### config.mk
export PLATFORM = sky130hd
export DESIGN_NAME = quadrilatero_row_reader
export DESIGN_NICKNAME = d
export VERILOG_FILES = /design/src/rtl/quadrilatero_row_reader.sv
export SDC_FILE = /design/constraint.sdc
export NUM_CORES = 1
export LEC_CHECK = 0
export BUFFER_PORTS_ARGS = -buffer_cell sky130_fd_sc_hd__buf_2
export CORE_ASPECT_RATIO = 1.2
export CORE_MARGIN = 1
export CORE_UTILIZATION = 54
export CTS_CLUSTER_DIAMETER = 30
export DETAILED_ROUTE_END_ITERATION = 10
export PLACE_DENSITY = 0.83
export SYNTH_ARGS = -nofsm -noshare
export SYNTH_HDL_FRONTEND = slang
export SYNTH_SLANG_ARGS = --single-unit
export TNS_END_PERCENT = 20
### constraint.sdc
create_clock -name clk_i -period 3.9 [get_ports clk_i]
set_input_delay 0.195 -clock clk_i [delete_from_list [all_inputs] [get_ports clk_i]]
set_output_delay 0.195 -clock clk_i [all_outputs]
set_load 0.005 [all_outputs]
### src/rtl/quadrilatero_row_reader.sv
// ============================================================================
// quadrilatero_row_reader : streams every row of one matrix register out of
// the RF read port, with a queued command front end and a finished/ack report.
// Revision: 1.0
// ============================================================================
`default_nettype none

package xif_pkg;
    localparam int unsigned X_ID_WIDTH = 4;
endpackage

module quadrilatero_row_reader #(
    parameter int unsigned DEPTH      = 1,
    parameter int unsigned RLEN       = 128,
    parameter int unsigned N_REGS     = 8,
    parameter int unsigned N_ROWS     = 4,
    parameter int unsigned OBUF_DEPTH = 2
) (
    input  logic                                      clk_i,
    input  logic                                      rst_ni,
    output logic [$clog2(N_REGS)-1:0]                 raddr_o,
    output logic [$clog2(N_ROWS)-1:0]                 rrowaddr_o,
    output logic                                      re_o,
    input  logic                                      rready_i,
    input  logic [RLEN-1:0]                           rdata_i,
    input  logic [$clog2(N_REGS)-1:0]                 operand_reg_i,
    input  logic                                      start_i,
    input  logic [xif_pkg::X_ID_WIDTH-1:0]            instr_id_i,
    output logic                                      busy_o,
    output logic [xif_pkg::X_ID_WIDTH-1:0]            id_o,
    output logic [RLEN-1:0]                           data_o,
    output logic [$clog2(N_ROWS)-1:0]                 data_rowaddr_o,
    output logic                                      data_last_o,
    output logic                                      data_valid_o,
    input  logic                                      data_ready_i,
    output logic                                      finished_o,
    input  logic                                      finished_ack_i,
    output logic [xif_pkg::X_ID_WIDTH-1:0]            finished_instr_id_o
);

    localparam int unsigned REG_W  = $clog2(N_REGS);
    localparam int unsigned ROW_W  = $clog2(N_ROWS);
    localparam int unsigned ID_W   = xif_pkg::X_ID_WIDTH;
    localparam int unsigned CMD_W  = REG_W + ID_W;
    localparam int unsigned META_W = ROW_W + 1 + ID_W;
    localparam int unsigned CPTR_W = (DEPTH > 1) ? $clog2(DEPTH) : 1;
    localparam int unsigned CCNT_W = $clog2(DEPTH + 1);
    localparam int unsigned OPTR_W = $clog2(OBUF_DEPTH);
    localparam int unsigned OCNT_W = $clog2(OBUF_DEPTH + 1);

    localparam logic [CCNT_W-1:0] CMD_FULL   = CCNT_W'(DEPTH);
    localparam logic [CCNT_W-1:0] CMD_ALMOST = CCNT_W'(DEPTH - 1);
    localparam logic [CPTR_W-1:0] CPTR_LAST  = CPTR_W'(DEPTH - 1);
    localparam logic [OPTR_W-1:0] OPTR_LAST  = OPTR_W'(OBUF_DEPTH - 1);
    localparam logic [OCNT_W:0]   OBUF_LIM   = (OCNT_W + 1)'(OBUF_DEPTH);
    localparam logic [ROW_W-1:0]  ROW_LAST   = ROW_W'(N_ROWS - 1);

    if (N_ROWS < 2) begin : g_bad_n_rows
        $error("quadrilatero_row_reader: N_ROWS must be >= 2");
    end
    if (OBUF_DEPTH < 2) begin : g_bad_obuf_depth
        $error("quadrilatero_row_reader: OBUF_DEPTH must be >= 2");
    end

    // ------------------------------------------------------------------
    // Command FIFO (fall-through: an empty FIFO presents the incoming command)
    // ------------------------------------------------------------------
    logic [CMD_W-1:0]  cmd_mem [0:(1 << CPTR_W)-1];
    logic [CPTR_W-1:0] cmd_wr_ptr, cmd_rd_ptr;
    logic [CCNT_W-1:0] cmd_cnt;
    logic              cmd_full, cmd_stored, push_req, cmd_valid;
    logic              cmd_pop, cmd_write, cmd_read;
    logic [CMD_W-1:0]  cmd_head;

    assign cmd_full   = (cmd_cnt == CMD_FULL);
    assign cmd_stored = (cmd_cnt != '0);
    assign push_req   = start_i & ~cmd_full;
    assign cmd_valid  = cmd_stored | push_req;
    assign cmd_head   = cmd_stored ? cmd_mem[cmd_rd_ptr] : {operand_reg_i, instr_id_i};
    assign cmd_write  = push_req & ~(cmd_pop & ~cmd_stored);
    assign cmd_read   = cmd_pop & cmd_stored;
    assign busy_o     = cmd_full | (cmd_cnt == CMD_ALMOST);

    always_ff @(posedge clk_i) begin
        if (cmd_write) begin
            cmd_mem[cmd_wr_ptr] <= {operand_reg_i, instr_id_i};
        end
    end

    always_ff @(posedge clk_i or negedge rst_ni) begin
        if (!rst_ni) begin
            cmd_wr_ptr <= '0;
            cmd_rd_ptr <= '0;
            cmd_cnt    <= '0;
        end else begin
            if (cmd_write) begin
                cmd_wr_ptr <= (cmd_wr_ptr == CPTR_LAST) ? '0 : cmd_wr_ptr + CPTR_W'(1);
            end
            if (cmd_read) begin
                cmd_rd_ptr <= (cmd_rd_ptr == CPTR_LAST) ? '0 : cmd_rd_ptr + CPTR_W'(1);
            end
            case ({cmd_write, cmd_read})
                2'b10:   cmd_cnt <= cmd_cnt + CCNT_W'(1);
                2'b01:   cmd_cnt <= cmd_cnt - CCNT_W'(1);
                default: cmd_cnt <= cmd_cnt;
            endcase
        end
    end

    // ------------------------------------------------------------------
    // Issue FSM
    // ------------------------------------------------------------------
    typedef enum logic [0:0] {
        ST_IDLE  = 1'b0,
        ST_ISSUE = 1'b1
    } state_t;

    state_t            state, state_next;
    logic              load_cmd, credit_ok, accept, obuf_pop;
    logic [REG_W-1:0]  raddr_q;
    logic [ROW_W-1:0]  row_q;
    logic [ID_W-1:0]   id_q;
    logic [OCNT_W-1:0] occ_q;
    logic              inflight_q;
    logic [OCNT_W:0]   credit_sum;

    // Rows already buffered or landing, less the one leaving, must leave room.
    assign credit_sum = {1'b0, occ_q} + {{OCNT_W{1'b0}}, inflight_q}
                      - {{OCNT_W{1'b0}}, obuf_pop};
    assign credit_ok  = (credit_sum < OBUF_LIM);
    assign accept     = re_o & rready_i;

    always_comb begin
        state_next = state;
        cmd_pop    = 1'b0;
        load_cmd   = 1'b0;
        re_o       = 1'b0;
        case (state)
            ST_IDLE: begin
                if (cmd_valid) begin
                    cmd_pop    = 1'b1;
                    load_cmd   = 1'b1;
                    state_next = ST_ISSUE;
                end
            end
            ST_ISSUE: begin
                re_o = credit_ok;
                if (re_o && rready_i && (row_q == ROW_LAST)) begin
                    if (cmd_valid) begin
                        cmd_pop  = 1'b1;
                        load_cmd = 1'b1;
                    end else begin
                        state_next = ST_IDLE;
                    end
                end
            end
            default: state_next = ST_IDLE;
        endcase
    end

    always_ff @(posedge clk_i or negedge rst_ni) begin
        if (!rst_ni) begin
            state   <= ST_IDLE;
            raddr_q <= '0;
            row_q   <= '0;
            id_q    <= '0;
        end else begin
            state <= state_next;
            if (load_cmd) begin
                raddr_q <= cmd_head[CMD_W-1 -: REG_W];
                id_q    <= cmd_head[ID_W-1:0];
                row_q   <= '0;
            end else if (accept) begin
                row_q <= (row_q == ROW_LAST) ? '0 : row_q + ROW_W'(1);
            end
        end
    end

    assign raddr_o    = raddr_q;
    assign rrowaddr_o = row_q;
    assign id_o       = id_q;

    // ------------------------------------------------------------------
    // Return path and output buffer
    // ------------------------------------------------------------------
    logic [ROW_W-1:0]  inflight_row_q;
    logic              inflight_last_q;
    logic [ID_W-1:0]   inflight_id_q;
    logic [RLEN-1:0]   obuf_data [0:OBUF_DEPTH-1];
    logic [META_W-1:0] obuf_meta [0:OBUF_DEPTH-1];
    logic [OPTR_W-1:0] obuf_wr_ptr, obuf_rd_ptr;
    logic [ROW_W-1:0]  head_row;
    logic              head_last, hold;
    logic [ID_W-1:0]   head_id;
    logic              finished_q;
    logic [ID_W-1:0]   finished_id_q;

    assign {head_row, head_last, head_id} = obuf_meta[obuf_rd_ptr];

    // A second completion waits for the previous one to be acknowledged.
    assign hold         = head_last & finished_q & ~finished_ack_i;
    assign data_valid_o = (occ_q != '0) & ~hold;
    assign obuf_pop     = data_valid_o & data_ready_i;

    always_ff @(posedge clk_i or negedge rst_ni) begin
        if (!rst_ni) begin
            inflight_q      <= 1'b0;
            inflight_row_q  <= '0;
            inflight_last_q <= 1'b0;
            inflight_id_q   <= '0;
        end else begin
            inflight_q <= accept;
            if (accept) begin
                inflight_row_q  <= row_q;
                inflight_last_q <= (row_q == ROW_LAST);
                inflight_id_q   <= id_q;
            end
        end
    end

    always_ff @(posedge clk_i or negedge rst_ni) begin
        if (!rst_ni) begin
            for (int i = 0; i < int'(OBUF_DEPTH); i++) begin
                obuf_data[i] <= '0;
                obuf_meta[i] <= '0;
            end
            obuf_wr_ptr <= '0;
            obuf_rd_ptr <= '0;
            occ_q       <= '0;
        end else begin
            if (inflight_q) begin
                obuf_data[obuf_wr_ptr] <= rdata_i;
                obuf_meta[obuf_wr_ptr] <= {inflight_row_q, inflight_last_q, inflight_id_q};
                obuf_wr_ptr <= (obuf_wr_ptr == OPTR_LAST) ? '0 : obuf_wr_ptr + OPTR_W'(1);
            end
            if (obuf_pop) begin
                obuf_rd_ptr <= (obuf_rd_ptr == OPTR_LAST) ? '0 : obuf_rd_ptr + OPTR_W'(1);
            end
            case ({inflight_q, obuf_pop})
                2'b10:   occ_q <= occ_q + OCNT_W'(1);
                2'b01:   occ_q <= occ_q - OCNT_W'(1);
                default: occ_q <= occ_q;
            endcase
        end
    end

    assign data_o         = obuf_data[obuf_rd_ptr];
    assign data_rowaddr_o = head_row;
    assign data_last_o    = head_last;

    // A new completion takes priority over an ack arriving in the same cycle.
    always_ff @(posedge clk_i or negedge rst_ni) begin
        if (!rst_ni) begin
            finished_q    <= 1'b0;
            finished_id_q <= '0;
        end else if (obuf_pop && head_last) begin
            finished_q    <= 1'b1;
            finished_id_q <= head_id;
        end else if (finished_ack_i) begin
            finished_q    <= 1'b0;
            finished_id_q <= '0;
        end
    end

    assign finished_o          = finished_q;
    assign finished_instr_id_o = finished_id_q;

endmodule

`default_nettype wire

---- After elaboration in Yosys (flattened, before gate mapping) ----
Memory sizes are Yosys's and may differ from the RTL's.
Index checks and enable logic that the tools add are counted.
storage, ports and cells
  bits in registers ....................... 300
  RAM bits ................................ 14
  input bits .............................. 141
  output and inout port bits .............. 148
  word-level logic and storage cells ...... 101
  memories ................................ 1
memories
  memory   words  width  rd ports  clocked after Yosys merged registers in  wr ports  RTL line  text
  cmd_mem  2      7      1         0                                        1         68        logic [CMD_W-1:0] cmd_mem [0:(1 << CPTR_W)-1];
operators by class
  add/subtract/negate cells ............... 11
  $lt $le $gt $ge ......................... 4
  eq/ne operators ......................... 5
  mux-type cells .......................... 34
  bitwise operators ....................... 17
  reduce and logical (&&, ||, !) cells .... 9
operator list
  cell                                                                           count
  128-bit 2-to-1 mux                                                             4
  256-bit bitwise mux                                                            1
  128-bit demux with 1-bit select                                                1
  7-bit 2-to-1 mux                                                               5
  14-bit bitwise mux                                                             1
  1-bit 2-to-1 mux                                                               12
  2-bit nonzero test                                                             5
  1-bit AND                                                                      9
  4-bit 2-to-1 mux                                                               2
  7-bit demux with 1-bit select                                                  1
  2-bit == test (second input constant)                                          3
  2-bit 2-to-1 mux                                                               3
  1-bit case mux with 2 select lines                                             3
  1-bit adder (second input constant)                                            5
  1-bit NOT                                                                      5
  2-bit by 1-bit adder with 2-bit output (second input constant)                 2
  2-bit by 1-bit == test with 1-bit output (second input constant)               2
  2-bit greater-or-equal comparator (second input constant)                      2
  1-bit logical AND                                                              4
  1-bit NOT with 2-bit output                                                    2
  2-bit case mux with 2 select lines                                             1
  2-bit by 1-bit adder with 3-bit output                                         1
  3-bit by 2-bit less-than comparator with 1-bit output (second input constant)  1
  3-bit by 1-bit subtractor with 3-bit output                                    1
  4 further kinds                                                                4

---- Longest topological paths before layout ----
Gate-level depths: netlist (run 1).
  depth after elaboration ................. 20
  depth in mapped cells ................... 11
  depth with buffers taken out ............ 9

---- Worst setup path after synthesis (run 1) ----
OpenSTA, ideal clock, no wires.
  path type ............................... reg-to-reg
  from .................................... register obuf_rd_ptr
  to ...................................... memory cmd_mem[0][0] in the netlist's numbering, enable pin
  library setup time ...................... 0.382 ns
  arrival time ............................ 2.587 ns
  required time ........................... 3.518 ns
  slack ................................... 0.931 ns
  cell stages (with the launch flop) ...... 10
  path buffers ............................ 1
  period minus slack after synthesis ...... 2.969 ns
  cell sequence ........................... dfrtp_1 > buf_4 > mux2i_4 > o21ai_4 > xnor2_1 > nand2_1 > fa_1 > xnor2_1 > a41o_1 > nor3b_1
on the way
  word-level cells in the longest chain between the ends .. 20
ends and longest elaborated chain
  item                                                   RTL line  text
  start: declaration                                     191       logic [OPTR_W-1:0] obuf_wr_ptr, obuf_rd_ptr;
  start signal: assignment                               237       obuf_rd_ptr <= (obuf_rd_ptr == OPTR_LAST) ? '0 : obuf_rd_ptr + OPTR_W'(1);
  1-bit NOT with 2-bit output (implied by the code)      198       assign {head_row, head_last, head_id} = obuf_meta[obuf_rd_ptr];
  7-bit 2-to-1 mux (implied by the code) (3 in a row)    198
  1-bit AND (2 in a row)                                 201       assign hold = head_last & finished_q & ~finished_ack_i;
  1-bit NOT                                              202       assign data_valid_o = (occ_q != '0) & ~hold;
  1-bit AND                                              202
  1-bit AND                                              203       assign obuf_pop = data_valid_o & data_ready_i;
  3-bit by 1-bit subtractor with 3-bit output            129       - {{OCNT_W{1'b0}}, obuf_pop};
  3-bit by 2-bit less-than comparator with 1-bit output  130       assign credit_ok = (credit_sum < OBUF_LIM);
  1-bit logical AND (2 in a row)                         148       if (re_o && rready_i && (row_q == ROW_LAST)) begin
  1-bit 2-to-1 mux                                       148
  1-bit case mux with 2 select lines                     138       case (state)
  1-bit AND                                              80        assign cmd_write = push_req & ~(cmd_pop & ~cmd_stored);
  1-bit NOT                                              80
  1-bit AND                                              80
  net cmd_write                                          72        logic cmd_pop, cmd_write, cmd_read;
  1-bit 2-to-1 mux                                       85        if (cmd_write) begin
  1-bit 2-to-1 mux (implied by the code)                 86        cmd_mem[cmd_wr_ptr] <= {operand_reg_i, instr_id_i};
  end: declaration                                       68
The timed path passes the listed nets, and every way through them passes these cells. The select of a mux whose other input is x is not followed.

---- Worst setup path in the final report (run 1) ----
  from .................................... register obuf_rd_ptr
  to ...................................... output re_o
on the way
  word-level cells in the longest chain between the ends .. 12
ends and longest elaborated chain
  item                                                   RTL line  text
  1-bit NOT with 2-bit output (implied by the code)      198
  7-bit 2-to-1 mux (implied by the code) (3 in a row)    198
  1-bit AND (2 in a row)                                 201
  1-bit NOT                                              202
  1-bit AND                                              202
  1-bit AND                                              203
  3-bit by 1-bit subtractor with 3-bit output            129
  3-bit by 2-bit less-than comparator with 1-bit output  130
  1-bit 2-to-1 mux                                       138
  end: declaration                                       23        output logic re_o,
No other way between the ends. The select of a mux whose other input is x is not followed.

==> impl_metrics.yaml, run 1 <==
routing:
  wl_per_cell_um: 19.5
  drcViolationCount: 0
  drt_pass1_iterations: 4
  drt_iter0_drc: 296
  ant_nets: 0
  vias: 8739
  drt_wl_total_um: 31800
  via_per_inst: 5.34
critical_path:
  cp_data_required_time_ns: 3.70
  crit_buf_inv: 1
  worst_path_max_delay_cell: "dfrtp_4"
  setup.worst_path.start: "obuf_rd_ptr"
  critical_path_class: "reg2out"
  path_max_fanout: 10
  crit-reg2reg-launch: "obuf_rd_ptr"
  arrival_ns: 2.71
  path_cells: "mux2i_4 > o21ai_4 > xnor2_1 > nand2_1 > fa_1 > xnor2_1 > and3_1 > buf_2"
  cp-start-kind: "register"
  crit_top_cell: "xnor2_1"
  critPathTopFamily: "flip-flops"
  slowest_delay_ns: 0.56
  crit_path_end_kind: "output pin"
pwr:
  power_switching_share_pct: 29.8
  pwr-share-seq_pct: 34.3
  powerDensity_mw_per_mm2: 917
  p_comb_share_pct: 36.4
  p_int_mw: 11.6
  clockPowerShare_pct: 29.2
  ir_drop_mv: 0.609
  p_leak_nw: 8.18
  p_switching_mw: 4.94
  finalPower_mw: 16.6
synthesis:
  synthesis.nets: 978
  synth.area.top_cells: "dfrtp_1 (57%), mux2_2 (32%), mux2_1 (4.3%), edfxtp_1 (1.6%), buf_2 (1.3%)"
  synthArstFlopShare_pct: 97.7
  synth_edf_count: 7
  yosysTopAreaCell: "dfrtp_1"
  synth_fa_ha_area_share_pct: 0.248
  yosysWarningCount: 0
  synth_most_common_cell: "mux2_2"
  syn_area_mm2: 0.0131
  ys_types: 35
  synth_commonest_cells: "mux2_2 (371), dfrtp_1 (298), mux2_1 (50)"
  synth-seq-area-share_pct: 58.4
  ys_ff_latch: 305
  synth_top_area_share_pct: 56.8
  synth-xor-area-share_pct: 0.334
  synthSimpleGateAreaFrac_pct: 1.23
  synth_compound_area_share_pct: 0.839
  postSynthCellCount: 835
  syn_area_per_cell_um2: 15.7
  synth_top_family_by_area: "multiplexers"
  synth_ff_type: "dfrtp_1"
  synth.mux.area_fraction_pct: 36.7
min_path:
  hold_path_startpoint: "finished_ack_i"
  min_path_type: "in2reg"
floorplanning:
  dieArea_mm2: 0.0249
  coreArea_mm2: 0.0239
  start_util_pct: 54.9
  rows: 62
  fp.dieW_um: 144
  die_y_um: 173
  pin_count: 289
layout:
  nets: 1417
  fillers: 1383
  drive_gt1_share_pct: 58.1
  syn2layout_area_growth_pct: 37.8
run:
  drv_cap: 0
clock_tree:
  cts_tree: "yes"
  cts_buffers: 50
  cts_buffer_depth: 3
  clock_sinks: 305
  cts.repair.resized: 0
  clock_latency_ns: 0.54
  cts_setup_buffers: 0
  h-tree-depth: 2
  root_buffer: "clkbuf_16"
  path_clk_slew_ns: 0.05
sta:
  finalSetupTns_ns: 0
  layout_min_cycle_time_ns: 2.90
  max_slew_margin_pct: 33.4
  fin_skew_ns: 0.0208
  finalCritPeriodShare_pct: 74.5
  slew_violations: 0
  rsz0062_at_grt: "no"
  tightest_slew_ns: 0.999
  setup_viol: 0
  finalHoldViolCount: 0
  clock.fmax_mhz: 344
global_routing:
  antenna_found_initial: 1
  grt_max_degree: 135
  grt.total_usage_pct: 25.9
  grt_pass1_vias: 9786
  grt_overflow: 0
  grt_pass1_wl_um: 50400
placement:
  io_buffers: 287
  routabilityCongestion: 0.785
  dp_hpwl_um: 17800
run_status:
  status: "completed"
==> cells in the final DEF, fill, tap and decap left out, types with 4 or more instances in the layout <==
cell type,netlist,routed
mux2_2,371,371
o21ai_0,4,4
clkbuf_1,6,6
dlygate4sd3_1,0,137
clkinvlp_4,0,5
mux2_1,50,50
nand2_1,4,4
edfxtp_1,7,7
buf_4,2,8
clkbuf_8,0,7
buf_2,34,286
clkbuf_16,0,51
dfrtp_1,298,297
nor2_1,10,10
clkinv_2,0,7
mux2i_1,6,6
bufinv_16,0,12
o2bb2ai_1,4,4
==> flip-flops by register name (all words and copies together), names as in the netlist, 2 cells and up <==
name / flops
obuf_data: 256
obuf_meta: 14
cmd_mem: 7
finished_instr_id_o: 4
id_o: 4
inflight_id_q: 4
raddr_o: 3
inflight_row_q: 2
occ_q: 2
rrowaddr_o: 2
==> power by group through the flow <==
stage | logic (mW) | registers, mW | clock network, mW
finish | 6.04 | 5.69 | 4.85
global placement | 5.69 | 5.52 | 0
floorplan | 4.06 | 5.31 | 0
detailed placement | 5.82 | 5.64 | 0
global route | 6.49 | 5.88 | 5.07
CTS | 6.01 | 5.63 | 4.90
==> kinds of logic after synthesis <==
kind of cell | after synthesis
xor gates and xnor gates | 5
muxes | 428
AOI/OAI and AO/OA | 13
and+or+nand+nor | 30
buffers and inverters | 51
DFF | 305
other | 1
adders and majority gates | 2
==> final cells by class <==
cell class / count / area, um^2 / share of cell area, %
clock inverter: 29 / 479 / 2.65
inverter: 3 / 11.3 / 0.0622
clock buffer: 64 / 1400 / 7.71
antenna: 1 / 2.50 / 0.0138
tap: 320 / 400 / 2.21
multi-input combinational: 479 / 5200 / 28.7
sequential: 305 / 7670 / 42.4
timing repair buffer: 435 / 2940 / 16.2
==> metrics by stage <==
step | hold slack [ns] | util (%) | instance area, um^2 | setup WS, ns | std cells
after global placement | 0.384 | 62.1 | 14800 | 1.09 | 1405
final | 0.0256 | 75.7 | 18100 | 0.996 | 1636
after floorplan | -0.101 | - | 13100 | 0.931 | 835
after detailed placement | 0.391 | 62.1 | 14800 | 1.01 | 1405
after global routing | 0.0305 | 75.7 | 18100 | 0.841 | 1636
after CTS | 0.00366 | 75.7 | 18100 | 0.983 | 1635
==> final timing paths <==
kind	slack, ns	end	cells past startpoint
hold reg to reg	0.48	obuf_data[229]	1
setup reg to reg	1.02	cmd_mem[0][6]	9
min in group asynchronous	0.38	obuf_data[227]	2
hold / removal	0.03	finished_instr_id_o[1]	3
setup / recovery	1.0	re_o	8
max in group asynchronous	2.40	obuf_rd_ptr	3
==> worst register-to-register path, delay by kind of cell, from the launching register on <==
family	cells	cell delay (ns)
AOI/OAI and AO/OA	2	0.58
DFF	1	0.56
adders and majority gates	1	0.38
and+or+nand+nor	2	0.31
xor gates and xnor gates	2	0.30
muxes	1	0.25
buffers and inverters	1	0.20
==> repair_timing <==
action	in CTS	in global routing
endpoints found under the hold margin	394	0
hold buffers	137	0
setup endpoints to repair	0	0
==> routing by layer <==
layer | part of all wire, % | global-route usage (%)
met1 | 37 | 28.9
met2 | 52 | 45.9
met3 | 5.0 | 5.12
met4 | 5.2 | 13.6
met5 | 0 | 0
(Power assumes the default switching activity.)
==> run 2: changes to the inputs <==
--- a/config.mk
+++ b/config.mk
@@ -8,10 +8,10 @@
 export BUFFER_PORTS_ARGS = -buffer_cell sky130_fd_sc_hd__buf_2
 export CORE_ASPECT_RATIO = 1.2
 export CORE_MARGIN = 1
-export CORE_UTILIZATION = 54
+export CORE_UTILIZATION = 49
 export CTS_CLUSTER_DIAMETER = 30
 export DETAILED_ROUTE_END_ITERATION = 10
-export PLACE_DENSITY = 0.83
+export PLACE_DENSITY = 0.8
 export SYNTH_ARGS = -nofsm -noshare
 export SYNTH_HDL_FRONTEND = slang
 export SYNTH_SLANG_ARGS = --single-unit
==> constraint.sdc (replaced) <==
create_clock -name clk_i -period 2.63 [get_ports clk_i]
set_input_delay 0.1315 -clock clk_i [delete_from_list [all_inputs] [get_ports clk_i]]
set_output_delay 0.1315 -clock clk_i [all_outputs]
set_load 0.005 [all_outputs]
==> impl_metrics.yaml, run 2 (synthesis results as in run 1) <==
sta:
  finalCritPeriodShare_pct: 101
  fin_ws_ns: -0.0253
  rsz0062_at_grt: "yes"
  clock.fmax_mhz: 377
  max_slew_margin_pct: 44.5
  tightest_slew_ns: 0.832
  fin_skew_ns: 0.00852
  finalHoldViolCount: 0
  layout_min_cycle_time_ns: 2.66
  finalSetupTns_ns: -0.0253
  hold-worst-slack_ns: 0.0535
  slew_violations: 0
  setup_viol: 1
run_status:
  status: "finished with violations"
  violations: "negative setup slack"
layout:
  nets: 1436
  reg_top3: "obuf_data x256, obuf_meta x14, cmd_mem x7"
  largest_reg_flops: 256
  drive_gt1_share_pct: 58.3
  num_antenna_cells: 0
  final_common_cell: "mux2_2"
  largest-register: "obuf_data"
  fin_area_mm2: 0.0182
  syn2layout_area_growth_pct: 38.6
  finalNonFillerCells: 1664
  final_util_pct: 69.0
  final_cell_mix: "mux2_2 (371), dfrtp_1 (297), buf_2 (286)"
critical_path:
  arrival_ns: 2.52
  worstReg2RegEnd: "cmd_mem[0][2]"
  critical_path_class: "reg2out"
  r2r_cells: 9
  cp-start-kind: "register"
  path_max_fanout: 4
  crit_path_end_kind: "output pin"
  r2r_slack_ns: 0.04
  crit-reg2reg-launch: "obuf_rd_ptr"
  cp_data_required_time_ns: 2.50
floorplanning:
  fp.dieW_um: 151
  die_y_um: 181
  dieArea_mm2: 0.0275
  pin_count: 289
  coreArea_mm2: 0.0264
  rows: 65
  start_util_pct: 49.8
min_path:
  hold_path_end: "state"
  hold_path_startpoint: "rready_i"
  hold_path_depth: 3
  min_path_type: "in2reg"
clock_tree:
  clock_latency_ns: 0.55
  cts_tree: "yes"
  h-tree-depth: 2
  cts_buffers: 54
  clock_sinks: 305
  root_buffer: "clkbuf_16"
  cts_buffer_depth: 3
  path_clk_slew_ns: 0.05
routing:
  via_per_inst: 5.24
  drt_pass1_iterations: 4
  drcViolationCount: 0
  drt_iter0_drc: 232
  drt_wl_total_um: 31200
  vias: 8719
  ant_nets: 0
  wl_per_cell_um: 18.8
global_routing:
  grt_pass1_wl_um: 49200
  grt.total_usage_pct: 23.0
  grt_pass1_vias: 9621
  grt_max_degree: 136
  antenna_found_initial: 0
  grt_overflow: 0
pwr:
  ir_drop_mv: 0.846
  p_switching_mw: 7.24
  power_switching_share_pct: 30.0
  p_comb_share_pct: 37.9
  finalPower_mw: 24.1
  p_leak_nw: 8.22
  pwr-share-seq_pct: 34.6
  clockPowerShare_pct: 27.4
  p_int_mw: 16.9
  powerDensity_mw_per_mm2: 1320
placement:
  dp_hpwl_um: 17600
  preCtsSetupSlack_ns: -0.0175
  place_inst: 1430
  placedInstanceArea_mm2: 0.0150
  io_buffers: 287
  routabilityCongestion: 0.791
run:
  drv_cap: 0
run 2: worst max path at each step:
stage | slack [ns] | endpoint | start | cells after the start
after floorplan | 0.02 | cmd_mem[0][0] | obuf_rd_ptr | 9
after global placement | 0.02 | cmd_mem[0][5] | obuf_rd_ptr | 9
after detailed placement | -0.02 | cmd_mem[0][5] | obuf_rd_ptr | 9
after CTS | -0.02 | re_o | obuf_rd_ptr | 8
after global routing | -0.13 | re_o | obuf_rd_ptr | 8
final | -0.03 | re_o | obuf_rd_ptr | 8
run 2: layout make-up:
type                    instances  area [um^2]
well taps                     335          419
inverters                       3         11.3
flip-flops and latches        305         7670
clock inverters                20          250
multi-input cells             479         5240
fillers                      1711         8160
clock buffers                  72         1480
repair buffers                450         3120
run 2: critical path, cell delays in order (launching register included):
cell and delay [ns]:
dfrtp_4 0.49, mux2i_4 0.20, o21ai_4 0.20, xnor2_2 0.14, nand2_1 0.10, fa_2 0.37
xnor2_2 0.18, and3_1 0.18, buf_2 0.11
run 2: power groups by stage:
stage	registers [mW]	logic (mW)	clock network [mW]
final	8.35	9.14	6.61
after global routing	8.63	9.88	6.96
after CTS	8.25	9.07	6.69
after detailed placement	8.30	8.81	0
after global placement	8.14	8.64	0
after floorplan	7.88	6.03	0
run 2: metal layers:
layer | GRT usage, % | vias up | part of all wire (%)
met2 | 40.9 | 264 | 53
met4 | 11.9 | 0 | 4.4
li1 | - | 3939 | -
met1 | 24.9 | 4422 | 37
met3 | 5.40 | 94 | 5.4
met5 | 0 | - | 0
run 2: timing repair:
item                                    4_1_cts  5_1_grt
hold buffers                                139        0
endpoints found under the setup margin       15       15
setup buffers                                 0        3
pin swaps                                     0        2
resized for setup                             4        3
hold endpoints to repair                    348        0
==> run 3: changes to the inputs <==
--- a/config.mk
+++ b/config.mk
@@ -5,9 +5,10 @@
 export SDC_FILE = /design/constraint.sdc
 export NUM_CORES = 1
 export LEC_CHECK = 0
+export ABC_AREA = 1
 export BUFFER_PORTS_ARGS = -buffer_cell sky130_fd_sc_hd__buf_2
 export CORE_ASPECT_RATIO = 1.2
-export CORE_MARGIN = 1
+export CORE_MARGIN = 2
 export CORE_UTILIZATION = 49
 export CTS_CLUSTER_DIAMETER = 30
 export DETAILED_ROUTE_END_ITERATION = 10
==> impl_metrics.yaml, run 3 <==
run_status:
  status: "completed"
sta:
  hold-worst-slack_ns: 0.169
  fin_skew_ns: 0.0173
  finalCritPeriodShare_pct: 97.7
  max_slew_margin_pct: 36.2
  clock.fmax_mhz: 389
  setup_viol: 0
  tightest_slew_ns: 0.957
  slew_violations: 0
  finalSetupTns_ns: 0
  rsz0062_at_grt: "yes"
  finalHoldViolCount: 0
  layout_min_cycle_time_ns: 2.57
pwr:
  ir_drop_mv: 0.820
  p_leak_nw: 10.1
  clockPowerShare_pct: 30.7
  p_int_mw: 15.3
  p_switching_mw: 8.76
  pwr-share-seq_pct: 34.4
  powerDensity_mw_per_mm2: 1300
  finalPower_mw: 24.1
  power_switching_share_pct: 36.4
  p_comb_share_pct: 34.9
critical_path:
  critical_path_class: "reg2out"
  cp-start-kind: "register"
  crit_path_end_kind: "output pin"
  path_max_fanout: 4
  arrival_ns: 2.44
  cp_data_required_time_ns: 2.50
clock_tree:
  clock_sinks: 305
  cts_setup_buffers: 0
  root_buffer: "clkbuf_16"
  cts_buffers: 54
  clock_latency_ns: 0.55
  cts_buffer_depth: 3
  path_clk_slew_ns: 0.05
  h-tree-depth: 2
  cts_tree: "yes"
global_routing:
  grt.total_usage_pct: 25.7
  grt_max_degree: 100
  met2_usage_pct: 43.7
  grt_pass1_wl_um: 60200
  grt_pass1_vias: 12500
  grt_overflow: 0
  busiest_layer: "met2"
  grt_use_met1_pct: 29.9
  antenna_found_initial: 3
  met3_usage_pct: 5.99
floorplanning:
  rows: 66
  pin_count: 289
  start_util_pct: 49.7
  die_y_um: 185
  fp.dieW_um: 155
  coreArea_mm2: 0.0270
  dieArea_mm2: 0.0287
placement:
  placedInstanceArea_mm2: 0.0151
  dp_hpwl_um: 20000
  io_buffers: 287
  routabilityCongestion: 0.837
layout:
  final_cell_mix: "nand2_1 (713), dfrtp_1 (297), buf_2 (286)"
  drive_gt1_share_pct: 24.1
  fin_area_mm2: 0.0185
  reg_top3: "obuf_data x256, obuf_meta x14, cmd_mem x7"
  largest-register: "obuf_data"
  nets: 2143
  syn2layout_area_growth_pct: 37.8
  fillers: 1892
  final_common_cell: "nand2_1"
  largest_reg_flops: 256
synthesis:
  postSynthCellCount: 1583
  synth_commonest_cells: "nand2_1 (716), dfrtp_1 (298), o21ai_0 (147)"
  syn_area_mm2: 0.0134
  yosysTopAreaCell: "dfrtp_1"
  synth_most_common_cell: "nand2_1"
  synth.area.top_cells: "dfrtp_1 (56%), nand2_1 (20%), o21ai_0 (5.5%), o21ai_2 (4.2%), inv_1 (4.0%)"
  syn_area_per_cell_um2: 8.47
  synthArstFlopShare_pct: 97.7
  yosysWarningCount: 0
  synthesis.nets: 1726
  synth_ff_type: "dfrtp_1"
  ys_types: 30
  ys_ff_latch: 305
  synth_edf_count: 7
  synth-seq-area-share_pct: 57.2
  synth_top_area_share_pct: 55.6
min_path:
  min_path_type: "in2async"
routing:
  vias: 12200
  drt_iter0_drc: 885
  drcViolationCount: 0
  drt_pass1_iterations: 5
  ant_nets: 0
  drt_wl_total_um: 37200
  via_per_inst: 5.12
  wl_per_cell_um: 15.6
run:
  drv_cap: 0
run 3: changes by cell type after synthesis, moves of 17 or more:
cell	previous run	this run
nand2_1	4	716
mux2_2	371	0
o21ai_0	4	147
inv_1	3	143
o21ai_1	0	75
o21ai_2	0	65
mux2_1	50	0
clkbuf_1	6	39
buf_6	6	23
run 3: power by group through the flow:
stage,registers [mW],clock network (mW),logic [mW]
after floorplan,7.89,0,5.12
after global placement,8.08,0,7.73
after detailed placement,8.19,0,7.93
after CTS,8.17,7.47,8.21
after global routing,8.52,7.71,9.44
final,8.29,7.39,8.41
run 3: layout make-up:
cell class	count	area [um^2]	area share [%]
multi-input cells	1040	4690	25.4
diodes	3	7.51	0.0406
flip-flops and latches	305	7670	41.5
clock inverters	34	467	2.53
well taps	340	425	2.30
clock buffers	67	1500	8.12
repair buffers	453	3170	17.2
inverters	146	551	2.98
run 3: worst max-delay path, stage by stage, from the launching register on:
cell	delay (ns)
dfrtp_4	0.50
nand2_2	0.10
nand2_4	0.07
nand2_1	0.09
nand3_2	0.10
nand2_2	0.09
nand3_2	0.09
fa_1	0.52
nand3_2	0.10
nor2_2	0.10
buf_2	0.12
run 3: timing repair:
item,4_1_cts,5_1_grt
endpoints found under the setup margin,1,10
hold buffers,141,0
resized for setup,3,3
hold endpoints to repair,353,0
run 3: cell families (layout without fill, tap and decap cells):
kind of cell	count (synthesis)	count (layout)	synth area share (%)
AO/OA/AOI/OAI	288	288	12.7
other	1	4	0.0280
AND/OR/NAND/NOR	741	741	21.1
adder cells (fa/ha/maj)	2	2	0.242
buffers and inverters	238	700	8.23
flip-flops	305	305	57.2
multiplexers	7	7	0.522
XOR/XNOR	1	1	0.0653
run 3: path summary, 6_finish.rpt:
check	start	cells after the start	slack, ns	end
worst max-delay path	obuf_rd_ptr	10	0.06	re_o
worst min-delay path	rst_ni	2	0.17	obuf_data[196]
worst max register to register	obuf_rd_ptr	12	0.19	id_o[1]
worst min register to register	obuf_data[136]	2	0.48	obuf_data[136]
max in group asynchronous	rst_ni	3	1.66	obuf_rd_ptr
min in group clk_i	operand_reg_i[2]	2	0.30	cmd_mem[0][6]
run 3: stage by stage:
stage / setup slack, ns / std cells / utilization, %
2_1_floorplan: 0.203 / 1583 / -
3_3_place_gp: 0.146 / 2143 / 55.8
3_5_place_dp: 0.0627 / 2143 / 55.8
4_1_cts: 0.000708 / 2385 / 68.4
5_1_grt: -0.0863 / 2386 / 68.4
6_report: 0.0603 / 2388 / 68.4
run 3: per-layer routing:
metal	wire (um)	share of wire, %	up-vias
met2	18500	50	508
met1	14100	38	5817
met4	2080	5.6	0
met5	0	0	-
met3	2490	6.7	155
li1	-	-	5758
